### src/rtl/interrupt_sequencer.sv
// interrupt_sequencer: accepts an irq edge, drains the pipeline, pushes the return PC and jumps to VECTOR_ADDR.
// Optional INT_FLAG_SAVE_EN adds a third push carrying {carry, negative, zero} captured at drain exit.
module interrupt_sequencer #(
    parameter logic [31:0] VECTOR_ADDR  = 32'h0000_0000,
    parameter int unsigned DRAIN_CYCLES = 3
) (
    input  logic        clk_i,
    input  logic        reset_i,
    input  logic        irq_i,
    input  logic        ex_hold_i,
    input  logic        branch_taken_i,
    input  logic [31:0] new_pc_i,
    input  logic [31:0] pc_plus_one_i,
    input  logic [2:0]  flag_register_i,
    input  logic        mem_ready_i,
    output logic        stall_fetch_o,
    output logic        flush_decode_o,
    output logic        push_valid_o,
    output logic [15:0] push_data_o,
    output logic        pc_load_o,
    output logic [31:0] pc_load_value_o,
    output logic        int_active_o
);
`ifdef INT_FLAG_SAVE_EN
    typedef enum logic [2:0] {IDLE, DRAIN, PUSH_HI, PUSH_LO, PUSH_FLG, VECTOR} state_t;
    logic [2:0] flags_saved_q, flags_saved_d;
`else
    typedef enum logic [2:0] {IDLE, DRAIN, PUSH_HI, PUSH_LO, VECTOR} state_t;
    logic unused_flags;
    assign unused_flags = ^flag_register_i;
`endif
    state_t      state_q, state_d;
    logic        irq_q, pending_q, pending_d, accept;
    logic [3:0]  cnt_q, cnt_d;
    logic [31:0] saved_pc_q, saved_pc_d;

    assign accept = (state_q == IDLE) && pending_q && !ex_hold_i;

    always_ff @(posedge clk_i) begin
        if (reset_i) begin
            state_q       <= IDLE;
            irq_q         <= 1'b1;
            pending_q     <= 1'b0;
            cnt_q         <= 4'd0;
            saved_pc_q    <= 32'd0;
`ifdef INT_FLAG_SAVE_EN
            flags_saved_q <= 3'd0;
`endif
        end else begin
            state_q       <= state_d;
            irq_q         <= irq_i;
            pending_q     <= pending_d;
            cnt_q         <= cnt_d;
            saved_pc_q    <= saved_pc_d;
`ifdef INT_FLAG_SAVE_EN
            flags_saved_q <= flags_saved_d;
`endif
        end
    end

    always_comb begin
        state_d    = state_q;
        cnt_d      = cnt_q;
        saved_pc_d = saved_pc_q;
`ifdef INT_FLAG_SAVE_EN
        flags_saved_d = flags_saved_q;
`endif
        // a new edge wins over the clear from acceptance in the same cycle
        pending_d  = (irq_i && !irq_q) || (pending_q && !accept);
        case (state_q)
            IDLE: if (accept) begin
                state_d    = DRAIN;
                cnt_d      = 4'(DRAIN_CYCLES);
                saved_pc_d = branch_taken_i ? new_pc_i : pc_plus_one_i;
            end
            DRAIN: begin
                cnt_d = cnt_q - 4'd1;
                if (cnt_q == 4'd1) begin
                    state_d = PUSH_HI;
`ifdef INT_FLAG_SAVE_EN
                    flags_saved_d = flag_register_i;
`endif
                end
            end
            PUSH_HI: if (mem_ready_i) state_d = PUSH_LO;
`ifdef INT_FLAG_SAVE_EN
            PUSH_LO:  if (mem_ready_i) state_d = PUSH_FLG;
            PUSH_FLG: if (mem_ready_i) state_d = VECTOR;
`else
            PUSH_LO: if (mem_ready_i) state_d = VECTOR;
`endif
            VECTOR: state_d = IDLE;
            default: state_d = IDLE;
        endcase
    end

    assign stall_fetch_o   = state_q != IDLE;
    assign int_active_o    = state_q != IDLE;
    assign flush_decode_o  = state_q == DRAIN;
    assign pc_load_o       = state_q == VECTOR;
    assign pc_load_value_o = (state_q == VECTOR) ? VECTOR_ADDR : 32'd0;
`ifdef INT_FLAG_SAVE_EN
    assign push_valid_o = (state_q == PUSH_HI) || (state_q == PUSH_LO) || (state_q == PUSH_FLG);
    assign push_data_o  = (state_q == PUSH_HI)  ? saved_pc_q[31:16] :
                          (state_q == PUSH_LO)  ? saved_pc_q[15:0]  :
                          (state_q == PUSH_FLG) ? {13'd0, flags_saved_q} : 16'd0;
`else
    assign push_valid_o = (state_q == PUSH_HI) || (state_q == PUSH_LO);
    assign push_data_o  = (state_q == PUSH_HI) ? saved_pc_q[31:16] :
                          (state_q == PUSH_LO) ? saved_pc_q[15:0]  : 16'd0;
`endif
endmodule

### config.mk
export PLATFORM = sky130hd
export DESIGN_NAME = interrupt_sequencer
export DESIGN_NICKNAME = d
export VERILOG_FILES = /design/src/rtl/interrupt_sequencer.sv
export SDC_FILE = /design/constraint.sdc
export NUM_CORES = 1
export LEC_CHECK = 0
export BUFFER_PORTS_ARGS = -buffer_cell sky130_fd_sc_hd__buf_2
export CAP_MARGIN = 25
export CORE_ASPECT_RATIO = 2
export CORE_MARGIN = 5
export CORE_UTILIZATION = 42
export CTS_BUF_LIST = sky130_fd_sc_hd__clkbuf_8
export DETAILED_ROUTE_END_ITERATION = 10
export PLACE_DENSITY = 0.77
export SLEW_MARGIN = 10
export SYNTH_ARGS = -nofsm -noshare
export SYNTH_HDL_FRONTEND = slang
export SYNTH_SLANG_ARGS = --single-unit
### constraint.sdc
create_clock -name clk_i -period 1.4 [get_ports clk_i]
set_clock_uncertainty 0.1 [all_clocks]
set_input_delay 0.14 -clock clk_i [delete_from_list [all_inputs] [get_ports clk_i]]
set_output_delay 0.14 -clock clk_i [all_outputs]
set_load 0.03 [all_outputs]
# --- After elaboration in Yosys (flattened, before gate mapping) ---
# Cells that the tools add are included.
op_classes:
  addsub: 1
  n_eq_ne: 9
  muxes: 10
  reduce_logical: 15
ops:
  columns: ["cell", "count"]
  rows:
  - ["$mux W16", 2]
  - ["$mux W32", 1]
  - ["$mux W3", 4]
  - ["$pmux W3 S4", 1]
  - ["$pmux W4 S2", 1]
  - ["$eq A3 B2 Y1 const B", 2]
  - ["$ne A2 B2 Y1 const B", 3]
  - ["$eq A4 B1 Y1 const B", 1]
  - ["$logic_and A1 B1 Y1", 4]
  - ["$mux W4", 1]
  - ["$reduce_and A2 Y1", 2]
  - ["$reduce_and A4 Y1", 1]
  - ["$sub A4 B1 Y4 const B", 1]
  - ["$eq A3 B1 Y1 const B", 1]
  - ["$eq A3 B3 Y1 const B", 1]
  - ["$logic_not A1 Y1", 3]
  - ["$logic_not A3 Y1", 1]
  - ["$reduce_bool A3 Y1", 1]
  - ["$logic_or A1 B1 Y1", 2]
  - ["$ne A2 B1 Y1 const B", 1]
  - ["$reduce_bool A2 Y1", 1]
word_totals:
  ff_bits: 41
  output_inout_bits: 53

# --- Longest topological paths before layout ---
# Gate-level depths: netlist of the first run.
depth:
  depth_word: 6
  depth_mapped: 6
  mapped_depth_nobuf: 5

# --- Least setup slack after synthesis of the first run ---
# Ideal clock, no wire load.
synth_timing:
  path_type: "register to output"
  startpoint: "register state_q[0]"
  endpoint: "output port pc_load_o"
  t_arrival_ns: 1.495
  required_ns: 1.160
  setup_slack_ns: -0.335
  stages_incl_launch_ff: 4
  cell_sequence: "dfxtp_1 > buf_2 > buf_2 > nor3b_1"
synth_between:
  elab_chain_cells: 1
synth_lines:
  columns: ["item", "line_no", "source"]
  rows:
  - ["start, declared", "32", "state_t state_q, state_d;"]
  - ["start signal, assigned", "50", "state_q <= state_d;"]
  - ["$eq A3 B3 Y1", null, null]
  - ["end, declared", "20", "output logic pc_load_o,"]
# Every way passes these cells.

# --- Final worst setup path of the first run ---
layout_timing:
  startpoint: "register state_q[0]"
  endpoint: "output port push_data_o[6]"
layout_between:
  elab_chain_cells: 3
  word_cells_on_any_way: 4
  cone_classes: "eq/ne: 2; mux: 2"
layout_lines:
  columns: ["item", "line_no", "source"]
  rows:
  - ["$eq A3 B2 Y1", "110", "(state_q == PUSH_LO) ? saved_pc_q[15:0] : 16'd0;"]
  - ["$mux W16", "110", null]
  - ["$mux W16 *", "109", "assign push_data_o = (state_q == PUSH_HI) ? saved_pc_q[31:16] :"]
  - ["end, declared", "19", "output logic [15:0] push_data_o,"]
# Every way passes the cells marked *; elsewhere a longest branch is shown, timed or not.

==> results of run 1 <==
## metrics by stage
stage                     TNS, ps  std cells  power (W)  utilization, %  worst slack [ps]
final                       -7370        437    0.00381            71.4              -182
after global routing       -10930        437    0.00398            71.4              -257
after CTS                   -8010        434    0.00360            66.8              -168
after detailed placement    -1400        407    0.00243            52.6             -86.2
after global placement       -335        407    0.00240            52.6             -23.7
after floorplan              -807        297    0.00219               -             -76.5
## how the worst min path moves through the flow
stage	cells after the start	endpoint	start	slack, ps
floorplan	1	irq_q	irq_i	150
global placement	2	irq_q	irq_i	240
global route	3	state_q[1]	mem_ready_i	70
CTS	3	state_q[1]	mem_ready_i	70
finish	3	state_q[1]	mem_ready_i	70
detailed placement	2	irq_q	irq_i	240
## Yosys cell counts
library cell | number | area (um2)
nand3_1 | 1 | 5.00
nor2b_1 | 3 | 18.8
nor3b_1 | 1 | 7.51
xor2_1 | 1 | 8.76
nor3b_2 | 1 | 12.5
buf_2 | 10 | 50.1
dfxtp_1 | 41 | 821
mux2i_1 | 48 | 480
o31ai_2 | 1 | 12.5
or2_2 | 2 | 12.5
and2_1 | 1 | 6.26
buf_4 | 35 | 263
inv_1 | 5 | 18.8
a221oi_1 | 1 | 8.76
nand2_1 | 4 | 15.0
buf_1 | 1 | 3.75
nor3_1 | 6 | 30.0
a21oi_1 | 2 | 10.0
or3_1 | 1 | 6.26
o21ai_0 | 1 | 5.00
a211oi_2 | 1 | 12.5
ha_1 | 2 | 25.0
a21boi_1 | 1 | 7.51
conb_1 | 1 | 3.75
or4_4 | 1 | 11.3
clkbuf_1 | 7 | 26.3
a211oi_1 | 33 | 248
mux2_2 | 1 | 11.3
nand2b_1 | 1 | 6.26
nor2_1 | 52 | 195
## repair_timing
item | CTS | global route
hold endpoints to repair | 2 | 0
gates resized for setup | 102 | 57
cloned | 7 | 2
endpoints found under the setup margin | 56 | 60
hold buffers | 2 | 0
setup buffers | 10 | 5
pin swaps | 21 | 26
## metal layers
metal | vias to the layer above | track usage, %
li1 | 1083 | -
met1 | 1091 | 18.5
met2 | 98 | 37.5
met3 | 16 | 3.69
met4 | 0 | 6.66
met5 | - | 0
## registers in the layout (all words and copies together), names as in the netlist
| name | flops |
|---|---|
| pending_q | 1 |
| cnt_q | 4 |
| saved_pc_q | 32 |
| irq_q | 1 |
| state_q | 3 |
## logic make-up (layout without fill, tap and decap cells)
family,Yosys count,count (layout)
adder cells (fa/ha/maj),2,2
multiplexers,49,49
XOR/XNOR,1,1
AO/OA/AOI/OAI,40,40
buffers and inverters,58,138
AND/OR/NAND/NOR,74,74
other,1,32
flip-flops,41,41
## area by class of cell
cell class / count / area [um2]
clock inverter: 3 / 13.8
timing repair buffer: 125 / 1110
fill: 393 / 1550
inverter: 5 / 21.3
tap: 60 / 75.1
multi-input combinational: 198 / 1740
sequential: 41 / 832
clock buffer: 5 / 68.8
## worst register-to-register path: cells and delay by family, from the launching register on
kind	cells	cell delay, ps
AND/OR/NAND/NOR	3	420
flip-flops	1	370
buffers and inverters	3	410
AO/OA/AOI/OAI	1	180
## power by group
part           internal (W)  switching (W)
Sequential          0.00126       0.000114
Clock              0.000338       0.000403
Combinational      0.000845       0.000840
Total               0.00245        0.00136
==> impl_metrics.yaml, run 1 <==
cts:
  clk_pin_slew_ps: 80
  cts_root_buffer: "clkbuf_8"
  clock_latency_ps: 290
  tritoncts: "yes"
  cts.sinks: 41
  cts_made_buffers: 5
  cts-htree-levels: 2
  cts_buffer_depth: 2
routing:
  via_per_inst: 5.24
  antenna_left: 0
  vias: 2288
  dr.pass1.iters: 4
  wl_met1_um: 2530
  routed.top_layer: "met4"
  met3WireLength_um: 454
  drc_errors: 0
  wl_met2_um: 4480
  post_drt_wl_per_cell_um: 17.6
  first_iter_violations: 85
  totalWireLength_um: 7690
setup_path:
  crit_end: "push_data_o[6]"
  critPathMaxStageDelay_ps: 430
  critical-path-top-delay-family: "flip-flops"
  r2r_end: "saved_pc_q[29]"
  start_kind: "flip-flop"
  worstPathArrival_ps: 1340
  cp.depth: 4
  critical_path_class: "reg -> out"
  endpoint_kind: "output pin"
  r2r_setup_slack_ps: -170
  worstSetupStartpoint: "state_q[0]"
  path_cells: "buf_12 -> mux2i_4 -> nor2_4 -> buf_6"
  required_ps: 1160
  crit_buf_inv: 2
  slowest_stage: "dfxtp_4"
  r2r_cells: 7
  r2r_start: "state_q[2]"
  crit_path_max_fanout: 7
final_layout:
  design_area_mm2: 0.00387
  syn2layout_area_growth_pct: 65.1
  diodes: 0
  fin_nets: 451
  final_common_cell: "buf_2"
  final_cell_mix: "69 x buf_2, 38 x dfxtp_1, 34 x mux2i_1"
  drive_gt1_share_pct: 57.8
floorplanning:
  die-area_mm2: 0.00726
  die_w_um: 62.8
  die_h_um: 116
  start_util_pct: 43.2
  core_mm2: 0.00542
  row_count: 38
  ios: 126
synthesis:
  avgSynthCellArea_um2: 8.81
  synth_compound_area_share_pct: 13.0
  muxShareOfSynthArea_pct: 21.0
  netlist_area_mm2: 0.00234
  synth_top_family_by_area: "multiplexers"
  synth_xor_area_share_pct: 0.374
  ys_seq_elements: 41
  synth_warnings: 0
  ys_seq_area_share_pct: 35.0
  yosys.area_share.adder_pct: 1.07
  synth_cell_types: 30
  synthSimpleGateAreaFrac_pct: 13.9
  postSynthCellCount: 266
timing:
  finalMaxSlewViolations: 0
  hold_viol: 0
  finalCritPeriodShare_pct: 113
  max_freq_mhz: 632
  setup_slack_ps: -182
  fin_crit_ps: 1580
  rsz0062_at_grt: "yes"
  setup_violations: 59
  hold-worst-slack_ps: 72.2
place:
  io_buffers: 90
  place_congestion: 0.821
  place_hpwl_um: 4610
  placed_area_mm2: 0.00285
global_route:
  antenna_found_initial: 0
  overflow: 0
  grt_pass1_vias: 2257
  grtUsageTotal_pct: 18.7
  grt_pass1_wl_um: 10700
  grt_start_max_net_pins: 33
outcome:
  outcome: "finished, violations left"
  violations: "setup timing"
power_and_ir_drop:
  p_leak_nw: 1.61
  peakVddDrop_uv: 988
  p_per_area_mw_per_mm2: 984
hold_path:
  hp-class: "in -> reg"
job:
  drv_cap: 0
Note: power is estimated with default switching activity, not from simulation.
==> run 2, diff against run 1 <==
==> constraint.sdc (replaced) <==
create_clock -name clk_i -period 1.4 [get_ports clk_i]
set_clock_uncertainty 0.1 [all_clocks]
set_input_delay 0.14 -clock clk_i [delete_from_list [all_inputs] [get_ports clk_i]]
set_output_delay 0.14 -clock clk_i [all_outputs]
set_load 0.005 [all_outputs]
==> run 2 against run 1 <==
  * Worst setup slack better by 43 ps
  * Core utilization is 14 points lower
  * Register-to-register slack better by 50 ps
  * Cell count is 3.4% lower
  * Critical path depth stayed put
  * First-iteration DRC count is 66% lower
  * Non-clock buffer count is 14 lower
  * Flip-flop and latch count stayed put
  * Largest power group is now sequential cells
  * Power is 11% lower
  * Clock power is 24% higher
  * The flow still finishes with violations (setup timing)
==> impl_metrics.yaml, run 2 (synthesized netlist as in run 1, its figures left out) <==
outcome:
  outcome: "finished, violations left"
  violations: "setup timing"
power_and_ir_drop:
  p_leak_nw: 1.41
  peakVddDrop_uv: 1210
  p_per_area_mw_per_mm2: 1080
  p_total_w: 0.00337
setup_path:
  required_ps: 1160
  critical_path_class: "reg -> out"
  start_kind: "flip-flop"
  endpoint_kind: "output pin"
  crit_path_max_fanout: 9
  worstPathArrival_ps: 1300
timing:
  rsz0062_at_grt: "yes"
  setup_slack_ps: -139
  finalMaxSlewViolations: 0
  fin_crit_ps: 1540
  hold-worst-slack_ps: 2.76
  setup_violations: 56
  max_freq_mhz: 650
  finalCritPeriodShare_pct: 110
  hold_viol: 0
place:
  place_congestion: 0.793
  io_buffers: 90
  place_inst: 409
  place_hpwl_um: 4560
global_route:
  overflow: 0
  grt_start_max_net_pins: 34
  grt_pass1_wl_um: 9180
  grt_pass1_vias: 2029
  grtUsageTotal_pct: 15.9
  antenna_found_initial: 0
final_layout:
  diodes: 0
  fin_nets: 437
  drive_gt1_share_pct: 37.8
  syn2layout_area_growth_pct: 33.8
  largest_reg_flops: 32
  final_core_util_pct: 57.8
  final_cell_mix: "88 x buf_2, 52 x nor2_1, 48 x mux2i_1"
  fillers: 480
  stdcell_count: 422
  final_common_cell: "buf_2"
  reg_top3: "saved_pc_q (32), cnt_q (4), state_q (3)"
  top_register: "saved_pc_q"
routing:
  dr.pass1.iters: 4
  antenna_left: 0
  post_drt_wl_per_cell_um: 15.0
  totalWireLength_um: 6330
  first_iter_violations: 29
  drc_errors: 0
  via_per_inst: 5.03
  vias: 2124
job:
  drv_cap: 0
cts:
  tritoncts: "yes"
  cts.sinks: 41
  clk_pin_slew_ps: 80
  cts_root_buffer: "clkbuf_8"
  clock_latency_ps: 290
  cts_made_buffers: 5
  cts-htree-levels: 2
  cts_buffer_depth: 2
floorplanning:
  start_util_pct: 43.2
  die_w_um: 62.8
  core_mm2: 0.00542
  die-area_mm2: 0.00726
  die_h_um: 116
  ios: 126
  row_count: 38
hold_path:
  hp-class: "in -> reg"
==> run 2: changes by cell type in the layout (fill, tap and decap cells not counted), sizes merged <==
cell,previous run,this run
buf,120,107
bufinv,0,1
clkinv,2,1
dlygate4sd3,2,1
inv,6,5
==> run 2: timing repair <==
action	in CTS	in global routing
resized for setup	14	15
hold endpoints to repair	1	0
pin swaps	1	4
setup buffers	0	1
cloned	2	2
endpoints found under the setup margin	57	58
hold buffers	1	0
==> run 2: critical path, cell delays in order, from the launching register on <==
cell     delay [ps]
dfxtp_4         420
buf_12          150
mux2i_1         230
nor2_1           80
buf_2           130
==> run 2: power breakdown <==
group / internal, W / switching [W]
Combinational: 0.000613 / 0.000486
Clock: 0.000518 / 0.000400
Sequential: 0.00126 / 0.0000859
Total: 0.00240 / 0.000972
==> run 2: layout make-up <==
type | count | area [um2] | share of cell area [%]
Inverter | 5 | 21.3 | 0.679
Tap cell | 60 | 75.1 | 2.40
Clock inverter | 2 | 35.0 | 1.12
Multi-Input combinational cell | 198 | 1330 | 42.5
Timing Repair Buffer | 111 | 768 | 24.5
Sequential cell | 41 | 832 | 26.6
Clock buffer | 5 | 68.8 | 2.20
==> run 2: final timing paths <==
kind | from | to | slack (ps) | cells after the start
worst min register to register | pending_q | pending_q | 400 | 2
worst min-delay path | mem_ready_i | state_q[2] | 3 | 3
worst max-delay path | state_q[0] | push_data_o[14] | -140 | 4
worst max register to register | state_q[0] | state_q[0] | -120 | 4
==> run 2: layer usage <==
metal  GRT usage, %  share of wire [%]
met2           31.6                 55
met4           7.51                2.8
met1           15.2                 35
met5              0                  0
met3           3.20                7.3
==> run 2: stage by stage <==
step	worst slack [ps]	setup TNS [ps]	instance area (um2)
5_1_grt	-228	-8270	3130
2_1_floorplan	-47.0	-683	2470
3_5_place_dp	-131	-3510	2800
3_3_place_gp	-80.1	-2280	2800
6_report	-139	-3710	3130
4_1_cts	-116	-3110	3010
==> run 3, diff against run 2 <==
--- a/config.mk
+++ b/config.mk
@@ -9,10 +9,10 @@
 export CAP_MARGIN = 25
 export CORE_ASPECT_RATIO = 2
 export CORE_MARGIN = 5
-export CORE_UTILIZATION = 42
+export CORE_UTILIZATION = 45
 export CTS_BUF_LIST = sky130_fd_sc_hd__clkbuf_8
 export DETAILED_ROUTE_END_ITERATION = 10
-export PLACE_DENSITY = 0.77
+export PLACE_DENSITY = 0.78
 export SLEW_MARGIN = 10
 export SYNTH_ARGS = -nofsm -noshare
 export SYNTH_HDL_FRONTEND = slang
==> constraint.sdc (replaced) <==
create_clock -name clk_i -period 1.61 [get_ports clk_i]
set_clock_uncertainty 0.1 [all_clocks]
set_input_delay 0.161 -clock clk_i [delete_from_list [all_inputs] [get_ports clk_i]]
set_output_delay 0.161 -clock clk_i [all_outputs]
set_load 0.005 [all_outputs]
==> run 3 against run 2 <==
  * The flow now finishes without violations
  * Register-to-register slack improved by 160 ps
  * Power is 21% lower
  * Combinational power down 22%
  * Die area down 5.9%
  * Flip-flop and latch count stayed put
  * Core utilization is 0.45 points higher
  * Sequential share of layout area increased by 1.3 points
  * Worst hold slack improved by 25 ps
  * Cell count shrank 1.7%
  * Critical path type unchanged
  * Largest cell class unchanged
==> impl_metrics.yaml, run 3 (synthesized netlist as in run 1, its figures left out) <==
floorplanning:
  core_mm2: 0.00509
  die_h_um: 112
  die-area_mm2: 0.00684
  row_count: 37
  die_w_um: 61.0
  start_util_pct: 46.0
  ios: 126
timing:
  hold_viol: 0
  max_freq_mhz: 636
  fin_setup_tns_ps: 0
  rsz0062_at_grt: "yes"
  fin_crit_ps: 1570
  setup_violations: 0
  finalCritPeriodShare_pct: 97.7
  hold-worst-slack_ps: 27.9
  finalMaxSlewViolations: 0
setup_path:
  r2r_cells: 4
  worstPathArrival_ps: 1310
  start_kind: "flip-flop"
  critPathMaxStageDelay_ps: 350
  crit_path_max_fanout: 7
  endpoint_kind: "output pin"
  r2r_end: "state_q[0]"
  critical_path_class: "reg -> out"
  slowest_stage: "dfxtp_2"
  r2r_setup_slack_ps: 40
  crit_end: "push_data_o[13]"
  worstSetupStartpoint: "state_q[0]"
  r2r_start: "state_q[1]"
  required_ps: 1350
  path_cells: "buf_6 -> clkbuf_16 -> mux2i_1 -> nor2_1 -> buf_2"
routing:
  drc_errors: 0
  antenna_left: 0
  first_iter_violations: 55
  totalWireLength_um: 5820
  via_per_inst: 5.03
  vias: 2087
  dr.pass1.iters: 4
  post_drt_wl_per_cell_um: 14.0
final_layout:
  final_common_cell: "buf_2"
  fin_nets: 431
  diodes: 0
  final_cell_mix: "90 x buf_2, 51 x nor2_1, 48 x mux2i_1"
  final_core_util_pct: 58.3
  syn2layout_area_growth_pct: 26.7
  top_register: "saved_pc_q"
  largest_reg_flops: 32
  reg_top3: "saved_pc_q (32), cnt_q (4), state_q (3)"
  drive_gt1_share_pct: 35.6
power_and_ir_drop:
  clkPwrFrac_pct: 24.2
  p_leak_nw: 1.35
  p_switching_w: 0.000813
  peakVddDrop_uv: 805
  p_int_w: 0.00184
  p_per_area_mw_per_mm2: 895
  p_seq_share_pct: 43.6
  p_sw_share_pct: 30.6
  pwr-share-comb_pct: 32.2
cts:
  tritoncts: "yes"
  cts_root_buffer: "clkbuf_8"
  clk_pin_slew_ps: 80
  cts.sinks: 41
  cts_buffer_depth: 2
  clock_latency_ps: 290
  cts-htree-levels: 2
  cts_made_buffers: 5
place:
  place_congestion: 0.754
  place_hpwl_um: 4480
  io_buffers: 90
global_route:
  grtUsageTotal_pct: 17.6
  top_usage_layer: "met2"
  grt_pass1_vias: 2056
  overflow: 0
  grt_pass1_wl_um: 9140
  antenna_found_initial: 0
  use_met3_pct: 2.42
  met1_usage_pct: 19.3
  grt_start_max_net_pins: 26
  grtUsageMet2_pct: 31.7
job:
  drv_cap: 0
outcome:
  outcome: "finished, final reports clean"
hold_path:
  hp-class: "in -> reg"
[run 3: cell count changes in the layout (fill, tap and decap cells not counted), sizes merged]
| cell | delta |
|---|---|
| bufinv | -1 |
| buf | -4 |
| clkbuf | -1 |
| clkinv | +1 |
| inv | +1 |
| bufbuf | -1 |
[run 3: routing by layer]
layer  part of all wire (%)  routed length, um
met5                      0                  0
met4                    2.0                115
met3                    7.2                420
met2                     55               3200
met1                     36               2090
[run 3: area by class of cell]
class,instances,area (um2)
fill,486,2130
tap,58,72.6
multi-input combinational,198,1310
clock buffer,5,68.8
sequential,41,826
clock inverter,3,13.8
timing repair buffer,105,657
inverter,5,18.8
[run 3: worst min path at each step]
stage,startpoint,to,slack (ps),cells past startpoint
2_1_floorplan,irq_i,irq_q,170,1
3_3_place_gp,irq_i,irq_q,260,2
3_5_place_dp,irq_i,irq_q,260,2
4_1_cts,mem_ready_i,state_q[2],20,3
5_1_grt,mem_ready_i,state_q[2],40,3
6_report,mem_ready_i,state_q[2],30,3
[run 3: power by group through the flow]
stage	logic, W	registers, W	clock network [W]
detailed placement	0.000747	0.00118	0
CTS	0.000793	0.00115	0.000655
global route	0.000957	0.00117	0.000696
floorplan	0.000562	0.00116	0
finish	0.000856	0.00116	0.000641
global placement	0.000724	0.00117	0
[run 3: repair_timing]
item,CTS,global route
setup endpoints to repair,15,38
resized for setup,8,10
hold buffers,1,0
endpoints found under the hold margin,1,0
pin swaps,1,3
buffers inserted,1,1
gates cloned,0,1
[run 3: metrics by stage]
step / setup WS [ps] / power [W] / instance area [um2] / cells
2_1_floorplan: 54.6 / 0.00173 / 2460 / 297
3_5_place_dp: 8.62 / 0.00192 / 2770 / 403
5_1_grt: -31.0 / 0.00282 / 2970 / 415
3_3_place_gp: 75.0 / 0.00189 / 2770 / 403
4_1_cts: 7.64 / 0.00260 / 2900 / 413
6_report: 36.9 / 0.00265 / 2970 / 415
[run 3: worst max-delay path: cells and delay by family, from the launching register on]
kind,cells,cell delay [ps]
muxes,1,190
and+or+nand+nor,1,70
buffers and inverters,3,420
DFF,1,350
